[src/rtl/fifo_pkg.sv]
// Shared constants and word type for the telemetry FIFO.
package fifo_pkg;
  localparam int FIFO_DATA_W = 32;
  localparam int FIFO_DEPTH  = 16;
  typedef logic [FIFO_DATA_W-1:0] fifo_word_t;
endpackage

[src/rtl/fifo_new_if.sv]
// Producer/consumer bus for fifo_new; count exists only when FIFO_COUNT_EN is defined.
interface fifo_new_if
  import fifo_pkg::*;
#(
  parameter int DATA_W = FIFO_DATA_W,
  parameter int DEPTH  = FIFO_DEPTH
);
  logic              wr_en;
  logic [DATA_W-1:0] din;
  logic              rd_en;
  logic [DATA_W-1:0] dout;
  logic              full;
  logic              empty;
`ifdef FIFO_COUNT_EN
  logic [$clog2(DEPTH):0] count;
`endif

  modport master (
    output wr_en, din, rd_en,
`ifdef FIFO_COUNT_EN
    input  count,
`endif
    input  dout, full, empty
  );

  modport slave (
    input  wr_en, din, rd_en,
`ifdef FIFO_COUNT_EN
    output count,
`endif
    output dout, full, empty
  );
endinterface

[src/rtl/fifo_new.sv]
// Single-clock FIFO with registered read data and wrap-bit pointers.
// Optional occupancy port enabled by defining FIFO_COUNT_EN.
module fifo_new
  import fifo_pkg::*;
#(
  parameter int DATA_W = FIFO_DATA_W,
  parameter int DEPTH  = FIFO_DEPTH
) (
  input  logic       clk,
  input  logic       rst,
  fifo_new_if.slave  bus
);
  localparam int AW = $clog2(DEPTH);
  localparam int PW = AW + 1;

  if ((DEPTH < 2) || ((DEPTH & (DEPTH - 1)) != 0)) begin : g_depth_chk
    $error("fifo_new: DEPTH must be a power of two and >= 2");
  end

  logic [DATA_W-1:0] mem [DEPTH];
  logic [PW-1:0]     wptr, rptr;
  logic [DATA_W-1:0] dout_q;
  logic              full, empty, wr_ok, rd_ok;

  // Extra pointer MSB distinguishes full from empty when addresses match.
  assign empty = (wptr == rptr);
  assign full  = (wptr[AW] != rptr[AW]) && (wptr[AW-1:0] == rptr[AW-1:0]);
  assign wr_ok = bus.wr_en && !full;
  assign rd_ok = bus.rd_en && !empty;

  always_ff @(posedge clk or negedge rst) begin
    if (!rst) begin
      wptr   <= '0;
      rptr   <= '0;
      dout_q <= '0;
    end else begin
      if (wr_ok) wptr <= wptr + PW'(1);
      if (rd_ok) begin
        dout_q <= mem[rptr[AW-1:0]];
        rptr   <= rptr + PW'(1);
      end
    end
  end

  // Storage is deliberately not reset.
  always_ff @(posedge clk) begin
    if (wr_ok) mem[wptr[AW-1:0]] <= bus.din;
  end

  assign bus.dout  = dout_q;
  assign bus.full  = full;
  assign bus.empty = empty;
`ifdef FIFO_COUNT_EN
  assign bus.count = wptr - rptr;
`endif
endmodule

[src/flat_wrapper.sv]
// flat-port wrapper written by rule: the top's interface ports become plain ports
module fifo_new_flat import fifo_pkg::*;
#(
  parameter int DATA_W = FIFO_DATA_W,
  parameter int DEPTH  = FIFO_DEPTH
)
  (clk, rst, bus_wr_en, bus_din, bus_rd_en, bus_dout, bus_full, bus_empty);
  fifo_new_if #(.DATA_W(DATA_W), .DEPTH(DEPTH)) bus_i ();
  input  logic clk;
  input  logic rst;
  input wire logic [$bits(bus_i.wr_en)-1:0] bus_wr_en;
  input wire logic [$bits(bus_i.din)-1:0] bus_din;
  input wire logic [$bits(bus_i.rd_en)-1:0] bus_rd_en;
  output wire logic [$bits(bus_i.dout)-1:0] bus_dout;
  output wire logic [$bits(bus_i.full)-1:0] bus_full;
  output wire logic [$bits(bus_i.empty)-1:0] bus_empty;
  assign bus_i.wr_en = bus_wr_en;
  assign bus_i.din = bus_din;
  assign bus_i.rd_en = bus_rd_en;
  assign bus_dout = bus_i.dout;
  assign bus_full = bus_i.full;
  assign bus_empty = bus_i.empty;
  fifo_new #(.DATA_W(DATA_W), .DEPTH(DEPTH)) u_core (.clk(clk), .rst(rst), .bus(bus_i));
endmodule
[config.mk]
export PLATFORM = sky130hd
export DESIGN_NAME = fifo_new_flat
export DESIGN_NICKNAME = d
export VERILOG_FILES = /design/src/rtl/fifo_pkg.sv /design/src/rtl/fifo_new_if.sv /design/src/rtl/fifo_new.sv /design/src/flat_wrapper.sv
export SDC_FILE = /design/constraint.sdc
export NUM_CORES = 1
export LEC_CHECK = 0
export BUFFER_PORTS_ARGS = -buffer_cell sky130_fd_sc_hd__buf_2
export CAP_MARGIN = 20
export CORE_MARGIN = 3
export CORE_UTILIZATION = 56
export CTS_CLUSTER_SIZE = 28
export DETAILED_ROUTE_END_ITERATION = 10
export PLACE_DENSITY = 0.73
export REMOVE_ABC_BUFFERS = 1
export SYNTH_ARGS = -nofsm -noshare
export SYNTH_HDL_FRONTEND = slang
export SYNTH_SLANG_ARGS = --single-unit
[constraint.sdc]
create_clock -name clk -period 7.05 [get_ports clk]
set_clock_uncertainty 0.15 [all_clocks]
set_input_delay 0.705 -clock clk [delete_from_list [all_inputs] [get_ports clk]]
set_output_delay 0.705 -clock clk [all_outputs]
set_load 0.05 [all_outputs]
### Yosys cells after proc, flatten, opt, wreduce, memory -nomap -nowiden

Memory sizes are Yosys's and may differ from the RTL's. A register that Yosys moved wholly into a read port is not among the register bits.
Cells that the tools add are included.

* memories: 1
* word-level logic and storage cells: 16
* bits in registers: 10
* output and inout bits: 34
* bits in writable memories: 512
* input bits: 36

* muxes and demuxes: 2
* eq/ne operators: 3
* reductions and logical operators: 6
* $add $sub $neg: 2

Memory list
* u_core.mem: depth 16, bits a word 32, read ports 1, clocked after memory_dff 1, write ports 1, RTL line fifo_new.sv:20 `logic [DATA_W-1:0] mem [DEPTH];`

Operators by type and width (count)
* $add 5x1->5 const B: 2
* $eq 5x5->1: 1
* $eq 4x4->1: 1
* $logic_and 1x1->1: 3
* $logic_not 1->1: 3
* $mux 1: 2
* $ne 1x1->1: 1

### Longest topological paths before layout

* depth in word-level cells: 6
* mapped depth: 7
* depth with buffers taken out: 4

### Worst setup path before layout

OpenSTA, ideal clock, no wires.

* path kind: register -> register
* start: reg u_core.wptr[2]
* end: mem u_core.mem[3][0] (netlist name) (enable)
* setup slack: 3186 ps
* period minus slack after synthesis: 3864 ps
* required time: 6439 ps
* path buffers: 1
* stages on the path, launching flop included: 6
* setup time: 461 ps
* arrival: 3253 ps
* path through: dfrtp_1 clkbuf_1 xnor2_1 nand4_2 o211ai_1 nor3_1

* word-level cells in the longest chain between the ends: 6

RTL lines
* start, declared: RTL line fifo_new.sv:21 `logic [PW-1:0] wptr, rptr;`
* start signal, assigned: RTL line fifo_new.sv:37 `if (wr_ok) wptr <= wptr + PW'(1);`
* $eq 4x4->1: RTL line fifo_new.sv:27 `assign full = (wptr[AW] != rptr[AW]) && (wptr[AW-1:0] == rptr[AW-1:0]);`
* $logic_and 1x1->1: RTL line fifo_new.sv:27
* $logic_not 1->1: RTL line fifo_new.sv:28 `assign wr_ok = bus.wr_en && !full;`
* $logic_and 1x1->1: RTL line fifo_new.sv:28
* $mux 1: RTL line fifo_new.sv:47 `if (wr_ok) mem[wptr[AW-1:0]] <= bus.din;`
* $mux 1 (implied by the code): RTL line fifo_new.sv:47
* end, declared: RTL line fifo_new.sv:20

Parallel ways exist; a longest one is shown, timed or not.

### Worst setup path in the final report

* start: reg u_core.rptr[2]
* end: out bus_full

* word-level cells in the longest chain between the ends: 2

RTL lines
* start, declared: RTL line fifo_new.sv:21
* start signal, assigned: RTL line fifo_new.sv:40 `rptr <= rptr + PW'(1);`
* $eq 4x4->1: RTL line fifo_new.sv:27
* $logic_and 1x1->1: RTL line fifo_new.sv:27
* end, declared: RTL line flat_wrapper.sv:15 `output wire logic [$bits(bus_i.full)-1:0] bus_full;`

No other way between the ends.

==> metrics <==
clk_lat worst skew 580 ps; Top FF cell, synth edfxtp_1; Worst VDD drop 0.000393 V; Area Growth Syn to Fin 12.6%; final hold violations 0; Crit Path Max Fanout 68; largest area contributor in the netlist edfxtp_1; number of port buffers 69; Post-Syn Area per Cell 22.8 um2; Initial Util 57.1%; non-filler cells, final 1,519; outcome complete, no violations; hold buffers post-CTS 0; Final Max Slew Viols 0; Yosys cell types 26; CTS tree done; Tmin final 3540 ps; post-synthesis cell count 922; Worst Tran Pin Value 1160 ps; Setup Viol. Count Final 0; initial antenna violation count 1; Synth top area share 73.2%; yosys synthesis warning count 0; Pleak 7.78 nW; Routability Congestion 0.715; CTS H-tree depth 2; Final HPWL DP 21,100 um; slowest cell delay on critical path 1100 ps; hold_ws 132 ps; Slowest-stage cell, CP dfrtp_4; DRT Pass-1 Iters 5; RSZ-0062 raised after global routing no; CTS Root Cell clkbuf_16; #FFs+latches synth 554; critical path class reg -> out; DIE WIDTH 200 um; r2r startpoint u_core.rptr[2]; number of inserted diodes 0; Wirelength per Cell 27.9 um; r2r setup slk 3520 ps; critical path, cell by cell xnor2_1 -> nand4_2 -> nor2_1 -> buf_2; Async SR Flop Fraction 7.58%; 1st-iter DRT viols 837; post-route ant nets 0; row cnt 70; # nets final 1,047; max_cap viols 0; FF-to-FF End u_core.mem[9][2]; Hold WC Path Type in -> async; die area 0.0399 mm2; largest net degree at the start of global routing 107; maximum clock rate 0.282 GHz; Worst Path Required 6190 ps; count leader, synth edfxtp_1; Synth area leaders edfxtp_1 (73%), mux4_2 (14%), dfrtp_1 (5.0%), a22oi_1 (2.3%), mux2_2 (1.8%); Synth Cell Area 0.0210 mm2; share of the yosys chip area belonging to registers 78.2%; DR vias 9,679; crit share post-route 50.2%; CP Capture Type output pin; CTS Buf Count 54; WP data arrival 2690 ps; vias per cell 6.37; top cells by count, synth edfxtp_1 (512), mux4_2 (128), a22oi_1 (64); Worst R2R Path Depth 4; global-route wire length before repair 63,800 um; final WL 42,300 um; Die Y 200 um; Placed Instances 1,416; post-cts sizing count 0; clock tree sinks 554; clk slew on worst S/H paths 60 ps; share of layout cells above drive strength 1 32.8%; Setup crit start u_core.rptr[2]; DR DRC count 0; total gr overflow 0; Post-CTS Setup Inserts 0; relative slew slack 22.4%; vias in the first global route 10,200; CP Launch Type flip-flop; Post-synth EDFFs 512; core area 0.0368 mm2; pwr dens 423 mW/mm2; I/O Pins 70; GRT Resource Usage Total 21.9%; Clock Tree Buf Depth 3
-- where the power goes --
part	internal (mW)	leakage (nW)	switching, mW
Clock	1.68	0.869	1.18
Sequential	4.04	5.13	0.303
Combinational	1.20	1.79	1.60
-- cell usage in the layout (no fill, tap or decap), drive strengths merged --
cell,n
ha,5
and3,15
dfrtp,42
o2111ai,1
clkinvlp,3
nand2,32
clkbuf,76
a22oi,64
clkinv,17
o21a,1
nor2b,6
buf,79
mux4,128
nor2,4
o211ai,5
inv,4
edfxtp,512
bufinv,4
nand4,1
xor2,1
nor3,1
xnor2,13
and2,2
mux2,34
o21ai,1
-- cells by family after synthesis --
kind of cell | share of synthesized area [%]
and+or+nand+nor | 1.41
adders and majority gates | 0.298
AOI/OAI and AO/OA | 2.58
muxes | 15.5
buffers and inverters | 1.42
xor gates and xnor gates | 0.583
DFF | 78.2
-- metrics by stage --
| stage | setup TNS (ps) | utilization, % | total power [mW] | setup WS [ps] | area (um2) |
|---|---|---|---|---|---|
| after floorplan | -193280 | - | 6.57 | -1550 | 20700 |
| after global placement | 0 | 59.2 | 7.14 | 3540 | 21800 |
| after detailed placement | 0 | 59.4 | 7.20 | 3510 | 21800 |
| after CTS | 0 | 64.2 | 10.1 | 3430 | 23600 |
| after global routing | 0 | 64.3 | 10.4 | 3310 | 23700 |
| final | 0 | 64.3 | 10.0 | 3510 | 23700 |
-- area by class of cell --
| type | instances | area (um2) |
|---|---|---|
| Sequential cell | 554 | 16400 |
| Fill cell | 2432 | 13100 |
| Multi-Input combinational cell | 314 | 4360 |
| Clock buffer | 76 | 1550 |
| Tap cell | 468 | 586 |
| Timing Repair Buffer | 79 | 490 |
| Clock inverter | 25 | 233 |
| Inverter | 3 | 11.3 |
-- critical path, delay by kind of cell (launching register included) --
kind / cells / cell delay [ps]
XOR/XNOR: 1 / 210
buffers and inverters: 1 / 290
flip-flops: 1 / 1100
AND/OR/NAND/NOR: 2 / 510
-- metal layers --
metal  global-route usage, %  part of all wire (%)  up-vias
li1                        -                     -     4054
met3                    3.69                   6.2       70
met5                       0                     0        -
met4                    4.99                   2.0        0
met2                    35.0                    49      354
met1                    32.9                    43     5201
-- sequential cells by signal, summed over array words and instances, names as in the netlist --
name / flops
u_core.wptr: 5
u_core.bus.dout: 32
u_core.rptr: 5
u_core.mem: 512
-- worst max-delay path by stage --
stage                               to  slack (ps)
finish                        bus_full        3510
global route         u_core.mem[2][22]        3310
CTS                           bus_full        3430
detailed placement  u_core.mem[14][19]        3510
global placement     u_core.mem[7][19]        3540
floorplan             u_core.mem[3][0]       -1550
Note: power is estimated with default switching activity, not from simulation.
